$ cat src/rtl/io_pinmux.sv
// io_pinmux -- run-time programmable pad multiplexer.
//
// Each pad picks one of NFUNC peripheral functions through a per-pad select
// register (fsel). Changing a select opens a guard window of GUARD_CYC
// cycles. During the window the pad is held as an input driving 0, and the
// peripheral inputs read idle. This stops a half-switched function from
// glitching the pad or the peripheral.
//
// Optional feature macro: PINMUX_LOCK_EN
//   When defined, address NPADS is a sticky LOCK bit. Once it is set, all
//   later fsel writes are refused until HRESETn.
//
// Ports:
//   HCLK, HRESETn      clock, synchronous active-low reset
//   reg_sel/we/addr/wdata  register request (one per cycle)
//   reg_rdata/ack/err  response, one cycle after the request
//   pad_in/out/oeb     pad side (oeb active-low)
//   fn_out/fn_oeb      peripheral drive, index p*NFUNC+f
//   fn_in              synchronised pad input per peripheral function

module io_pinmux_pad #(
    parameter int   NFUNC       = 4,
    parameter int   FSEL_W      = 2,
    parameter int   GW          = 3,
    parameter int   SYNC_STAGES = 2,
    parameter int   GUARD_CYC   = 4,
    parameter logic IN_IDLE     = 1'b1
) (
    input  logic              clk,
    input  logic              rst_n,
    input  logic              wr_en,
    input  logic [FSEL_W-1:0] wr_val,
    input  logic              pad_in,
    input  logic [NFUNC-1:0]  fn_out,
    input  logic [NFUNC-1:0]  fn_oeb,
    output logic [FSEL_W-1:0] fsel,
    output logic              pad_out,
    output logic              pad_oeb,
    output logic [NFUNC-1:0]  fn_in
);
    logic [GW-1:0] guard;
    logic          s;
    logic          active;

    always_ff @(posedge clk) begin
        if (!rst_n) begin
            fsel  <= '0;
            guard <= '0;
        end else if (wr_en) begin
            fsel  <= wr_val;
            guard <= GW'(GUARD_CYC);
        end else if (guard != '0) begin
            guard <= guard - GW'(1);
        end
    end

    generate
        if (SYNC_STAGES == 0) begin : g_nosync
            assign s = pad_in;
        end else begin : g_sync
            logic [SYNC_STAGES-1:0] sync;
            if (SYNC_STAGES == 1) begin : g_one
                always_ff @(posedge clk) begin
                    if (!rst_n) sync <= IN_IDLE;
                    else        sync <= pad_in;
                end
            end else begin : g_many
                always_ff @(posedge clk) begin
                    if (!rst_n) sync <= {SYNC_STAGES{IN_IDLE}};
                    else        sync <= {sync[SYNC_STAGES-2:0], pad_in};
                end
            end
            assign s = sync[SYNC_STAGES-1];
        end
    endgenerate

    // Reset forces the pad to a safe input combinationally, before any edge.
    assign active  = rst_n && (guard == '0);
    assign pad_out = active ? fn_out[fsel] : 1'b0;
    assign pad_oeb = active ? fn_oeb[fsel] : 1'b1;

    generate
        for (genvar f = 0; f < NFUNC; f++) begin : g_fn
            assign fn_in[f] = ((guard == '0) && (fsel == FSEL_W'(f))) ? s : IN_IDLE;
        end
    endgenerate
endmodule

module io_pinmux #(
    parameter int   NPADS       = 38,
    parameter int   NFUNC       = 4,
    parameter int   SYNC_STAGES = 2,
    parameter int   GUARD_CYC   = 4,
    parameter logic IN_IDLE     = 1'b1,
    parameter int   ADDR_W      = 6
) (
    input  logic                   HCLK,
    input  logic                   HRESETn,
    input  logic                   reg_sel,
    input  logic                   reg_we,
    input  logic [ADDR_W-1:0]      reg_addr,
    input  logic [31:0]            reg_wdata,
    output logic [31:0]            reg_rdata,
    output logic                   reg_ack,
    output logic                   reg_err,
    input  logic [NPADS-1:0]       pad_in,
    output logic [NPADS-1:0]       pad_out,
    output logic [NPADS-1:0]       pad_oeb,
    input  logic [NPADS*NFUNC-1:0] fn_out,
    input  logic [NPADS*NFUNC-1:0] fn_oeb,
    output logic [NPADS*NFUNC-1:0] fn_in
);
    localparam int FSEL_W = (NFUNC > 1) ? $clog2(NFUNC) : 1;
    localparam int GW     = (GUARD_CYC > 0) ? $clog2(GUARD_CYC + 1) : 1;

    logic [NPADS-1:0][FSEL_W-1:0] fsel;
    logic [FSEL_W-1:0]            cur_fsel;
    logic [NPADS-1:0]             wr_en;
    logic                         in_range, val_ok, fsel_wr, locked, is_lock;

    // Mux the addressed select without indexing past NPADS.
    always_comb begin
        cur_fsel = '0;
        for (int p = 0; p < NPADS; p++)
            if (32'(reg_addr) == p) cur_fsel = fsel[p];
    end

    assign in_range = 32'(reg_addr) < 32'(NPADS);
    assign val_ok   = reg_wdata < 32'(NFUNC);
    // Rewriting the current value must not restart the guard.
    assign fsel_wr  = reg_sel && reg_we && in_range && val_ok && !locked &&
                      (reg_wdata[FSEL_W-1:0] != cur_fsel);

`ifdef PINMUX_LOCK_EN
    logic lock_q;
    assign is_lock = 32'(reg_addr) == 32'(NPADS);
    always_ff @(posedge HCLK) begin
        if (!HRESETn)
            lock_q <= 1'b0;
        else if (reg_sel && reg_we && is_lock && reg_wdata[0])
            lock_q <= 1'b1;
    end
    assign locked = lock_q;
`else
    assign is_lock = 1'b0;
    assign locked  = 1'b0;
`endif

    always_ff @(posedge HCLK) begin
        if (!HRESETn) begin
            reg_ack   <= 1'b0;
            reg_err   <= 1'b0;
            reg_rdata <= '0;
        end else begin
            reg_ack   <= reg_sel;
            reg_err   <= 1'b0;
            reg_rdata <= '0;
            if (reg_sel) begin
                if (in_range) begin
                    if (!reg_we) reg_rdata <= 32'(cur_fsel);
                    else         reg_err   <= !val_ok || locked;
                end else if (is_lock) begin
                    if (!reg_we) reg_rdata <= {31'b0, locked};
                end else begin
                    reg_err <= 1'b1;
                end
            end
        end
    end

    generate
        for (genvar p = 0; p < NPADS; p++) begin : g_pad
            assign wr_en[p] = fsel_wr && (32'(reg_addr) == p);
            io_pinmux_pad #(
                .NFUNC(NFUNC), .FSEL_W(FSEL_W), .GW(GW),
                .SYNC_STAGES(SYNC_STAGES), .GUARD_CYC(GUARD_CYC), .IN_IDLE(IN_IDLE)
            ) u_pad (
                .clk     (HCLK),
                .rst_n   (HRESETn),
                .wr_en   (wr_en[p]),
                .wr_val  (reg_wdata[FSEL_W-1:0]),
                .pad_in  (pad_in[p]),
                .fn_out  (fn_out[p*NFUNC +: NFUNC]),
                .fn_oeb  (fn_oeb[p*NFUNC +: NFUNC]),
                .fsel    (fsel[p]),
                .pad_out (pad_out[p]),
                .pad_oeb (pad_oeb[p]),
                .fn_in   (fn_in[p*NFUNC +: NFUNC])
            );
        end
    endgenerate
endmodule

$ cat config.mk
export PLATFORM = sky130hd
export DESIGN_NAME = io_pinmux
export DESIGN_NICKNAME = d
export VERILOG_FILES = /design/src/rtl/io_pinmux.sv
export SDC_FILE = /design/constraint.sdc
export NUM_CORES = 1
export LEC_CHECK = 0
export CORE_AREA = 4 4 250 252
export DETAILED_ROUTE_END_ITERATION = 8
export DIE_AREA = 0 0 254 256
export GPL_ROUTABILITY_DRIVEN = 0
export PLACE_DENSITY = 0.63
export RECOVER_POWER = 50
export SETUP_SLACK_MARGIN = 0.4
export SYNTH_ARGS = -nofsm -noshare
export SYNTH_HDL_FRONTEND = slang
export SYNTH_SLANG_ARGS = --single-unit
$ cat constraint.sdc
create_clock -name HCLK -period 4.3 [get_ports HCLK]
set_clock_uncertainty 0.15 [all_clocks]
set_input_delay 0.86 -clock HCLK [delete_from_list [all_inputs] [get_ports HCLK]]
set_output_delay 0.86 -clock HCLK [all_outputs]
set_load 0.01 [all_outputs]
==> results.json <==
{
  "pwr_density_cell_nw_per_um2": 381.0,
  "wl_per_cell_um": 19.86,
  "dp_hpwl_mm": 51.89,
  "rows": 90,
  "ioPinCount": 646,
  "cts.sinks": 270,
  "start_util_pct": 30.61,
  "r2r_slack_ns": 1.06,
  "postCtsHoldBufs": 0,
  "arrival_ns": 4.22,
  "areaGrowthSynthToFinish_pct": 42.00,
  "min_path_type": "register to register",
  "grt-busiest-layer": "met2",
  "synthCells": 1973,
  "clock-root-buffer": "clkbuf_16",
  "async_reset_ff_share_pct": 0,
  "final_core_util_pct": 43.46,
  "die_area_sq_um": 65020,
  "cts_buffers": 34,
  "grt_first_pass_wirelength_mm": 95.85,
  "dr.pass1.iters": 5,
  "tightest_slew_ns": 2.406,
  "grt_util_met2_pct": 33.75,
  "cts_buffer_depth": 3,
  "die-height_um": 256,
  "finalMaxSlewViolations": 105,
  "die_w_um": 254,
  "hold_start": "g_pad[37].u_pad.g_sync.sync[0]",
  "grtUsageTotal_pct": 18.73,
  "peakVddDrop_mv": 0.2323,
  "post_cts.repair.setup_buffers": 0,
  "cp-end-kind": "register",
  "post-place-cells": 3188,
  "drt_iter0_markers": 717,
  "crit_required_ns": 4.60,
  "syn-cell-area_sq_um": 18410,
  "period_needed_ns": 3.929,
  "ant_nets": 0,
  "layout.cells.non_filler": 3251,
  "cts_tree": "built",
  "yosysTopAreaCellShare_pct": 29.37,
  "hold_viol_final": 0,
  "cp-start-kind": "input port",
  "fillers": 5748,
  "synth-seq-area-share_pct": 29.37,
  "finalCritPeriodShare_pct": 91.37,
  "grt_remaining_overflow": 0,
  "final_area_sq_um": 26140,
  "met1_usage_pct": 22.68,
  "synth_cell_type_count": 77,
  "viasPerCell": 4.910,
  "maxCapViolations": 2,
  "violations": "capacitance limit, slew limit",
  "clkLatencyLatePin_ns": 0.54,
  "syn_avg_cell_area_sq_um": 9.329,
  "final_nets": 2941,
  "yosysTopAreaCell": "dfxtp_1",
  "grt_max_degree": 67,
  "r2r-end": "g_pad[27].u_pad.guard[0]",
  "ys_ff_latch": 270,
  "r2r-start": "g_pad[22].u_pad.fsel[1]",
  "max_freq_mhz": 254.5,
  "crit_fanout": 12,
  "io_buffers": 615,
  "crit_type": "input port to register",
  "antenna_found_initial": 0,
  "relSlewSlack_pct": -60.39,
  "setup_tns_ns": 0,
  "yosysWarningCount": 0,
  "grt_pass1_vias": 16310,
  "place_area_sq_um": 24780,
  "ys_top_cells_by_area": "dfxtp_1, mux4_2, ha_1",
  "drc": 0,
  "synth_edf_count": 0,
  "h-tree-depth": 2,
  "setup_viol": 0,
  "rsz0062_at_grt": "true",
  "critPathLaunch": "reg_addr[3]",
  "worstSetupEndpoint": "g_pad[35].u_pad.fsel[0]",
  "totalWireLength_mm": 64.56,
  "vias": 15960,
  "core-area_sq_um": 60130,
  "power.leakage_nw": 10.31,
  "grtUsageMet3_pct": 3.343,
  "r2r_cells": 9,
  "synth_ff_type": "dfxtp_1",
  "drive_above_1_share_pct": 12.24,
  "status": "finished, violations left",
  "clk_pin_slew_worst_paths_ns": 0.06
}
[power by group]
part	switching (mW)	leakage, nW	internal, mW
registers	0.181	2.21	2.84
clock network	1.16	0.625	2.09
logic	1.86	7.48	1.82
[state kept, by name, indices dropped and copies added (netlist names)]
| signal | cells |
|---|---|
| g_pad.u_pad.guard | 114 |
| g_pad.u_pad.fsel | 76 |
| g_pad.u_pad.g_sync.sync | 76 |
| reg_rdata | 2 |
| reg_ack | 1 |
| reg_err | 1 |
[cell usage after synthesis (all sizes together) (3+ instances only)]
cell,number
buf,134
mux2i,119
a211oi,7
mux2,4
nand4bb,3
inv,159
o31a,3
and3,119
a22oi,5
mux4,77
nand3,9
ha,114
a211o,3
nor2b,6
nor3,33
a221oi,4
o311ai,16
nand4,5
o31ai,23
or4b,4
a21boi,40
clkbuf,154
or3b,31
xnor2,38
nand2,169
nand3b,43
nand4b,39
nor4,8
a21oi,10
or3,42
o22ai,5
and2,3
o21ai,47
dfxtp,270
nor2,65
o211ai,3
nand2b,122
[through the flow]
stage          hold slack (ns)  total power, mW  worst slack (ns)
2_1_floorplan           0.2363            5.576            0.7819
6_report                0.2543            9.957            0.3712
3_3_place_gp            0.2398            6.642           -0.1559
3_5_place_dp            0.2417            6.850           -0.1949
5_1_grt                 0.2671            10.63            0.2458
4_1_cts                 0.2563            10.17            0.4271
[critical path, stage by stage]
cell and delay [ns]:
dlygate4sd3_1 0.60, buf_4 0.21, or4b_1 0.48, a211oi_1 0.24
a31oi_1 0.07, o31a_1 0.15, o31ai_1 0.49, o2111ai_4 0.25
clkbuf_16 0.28, o311ai_4 0.37, mux2i_1 0.23
[routing by layer]
metal | vias to the layer above | wire length, um | part of all wire (%)
met3 | 94 | 3586 | 5.6
li1 | 7615 | - | -
met1 | 7721 | 26740 | 41
met4 | 0 | 1801 | 2.8
met2 | 534 | 32440 | 50
met5 | - | 0 | 0
[repair_timing]
item,4_1_cts,5_1_grt
pin swaps,0,18
gates resized for setup,1,13
endpoints found under the setup margin,7,188
gates cloned,0,1
[cell type report]
class,instances,area (sq um),area share (%)
multi-input cells,1285,11010,42.14
repair buffers,693,6858,26.24
flip-flops and latches,270,5405,20.68
clock buffers,48,1027,3.930
well taps,782,978.4,3.744
inverters,159,596.8,2.284
clock inverters,13,254.0,0.9719
diodes,1,2.502,0.009575
[layout by cell type, fill, tap and decap left out, types with 5 or more instances in the layout]
master and n:
clkdlybuf4s50_1 429, dfxtp_1 270, dlygate4sd3_1 181, nand2_1 167, inv_1 158, nand2b_1 121, and3_1 119, mux2i_1 119
ha_1 114, mux4_2 77, nor2_1 61, buf_4 58, o21ai_0 44, nand3b_1 43, or3_1 42, nand4b_1 38
xnor2_1 38, clkbuf_16 38, nor3_1 32, or3b_2 31, conb_1 30, o31ai_4 22, a21boi_1 21, a21boi_0 19
o311ai_4 16, clkbuf_1 13, a21oi_1 10, buf_12 10, nand3_1 9, nor4_1 8, bufinv_16 7, nor2b_1 6
clkbuf_8 6, a211oi_1 5, o22ai_1 5, a22oi_1 5, nand4_1 5
[logic make-up (layout without fill, tap and decap cells)]
family	Yosys count	after routing	share of synthesized area, %
AOI/OAI and AO/OA	186	186	10.28
DFF	270	270	29.37
buffers and inverters	447	913	11.92
and+or+nand+nor	717	717	22.72
adders and majority gates	114	114	7.750
xor gates and xnor gates	38	38	1.808
muxes	200	200	16.14
other	1	31	0.02037
[how the worst min path moves through the flow]
stage                                      to  cells past startpoint  slack (ns)
5_1_grt        g_pad[28].u_pad.g_sync.sync[1]                      1        0.27
3_3_place_gp   g_pad[32].u_pad.g_sync.sync[1]                      1        0.24
4_1_cts        g_pad[37].u_pad.g_sync.sync[1]                      1        0.26
6_report       g_pad[37].u_pad.g_sync.sync[1]                      1        0.25
3_5_place_dp   g_pad[20].u_pad.g_sync.sync[1]                      1        0.24
2_1_floorplan   g_pad[0].u_pad.g_sync.sync[1]                      1        0.24
(Power assumes the default switching activity.)
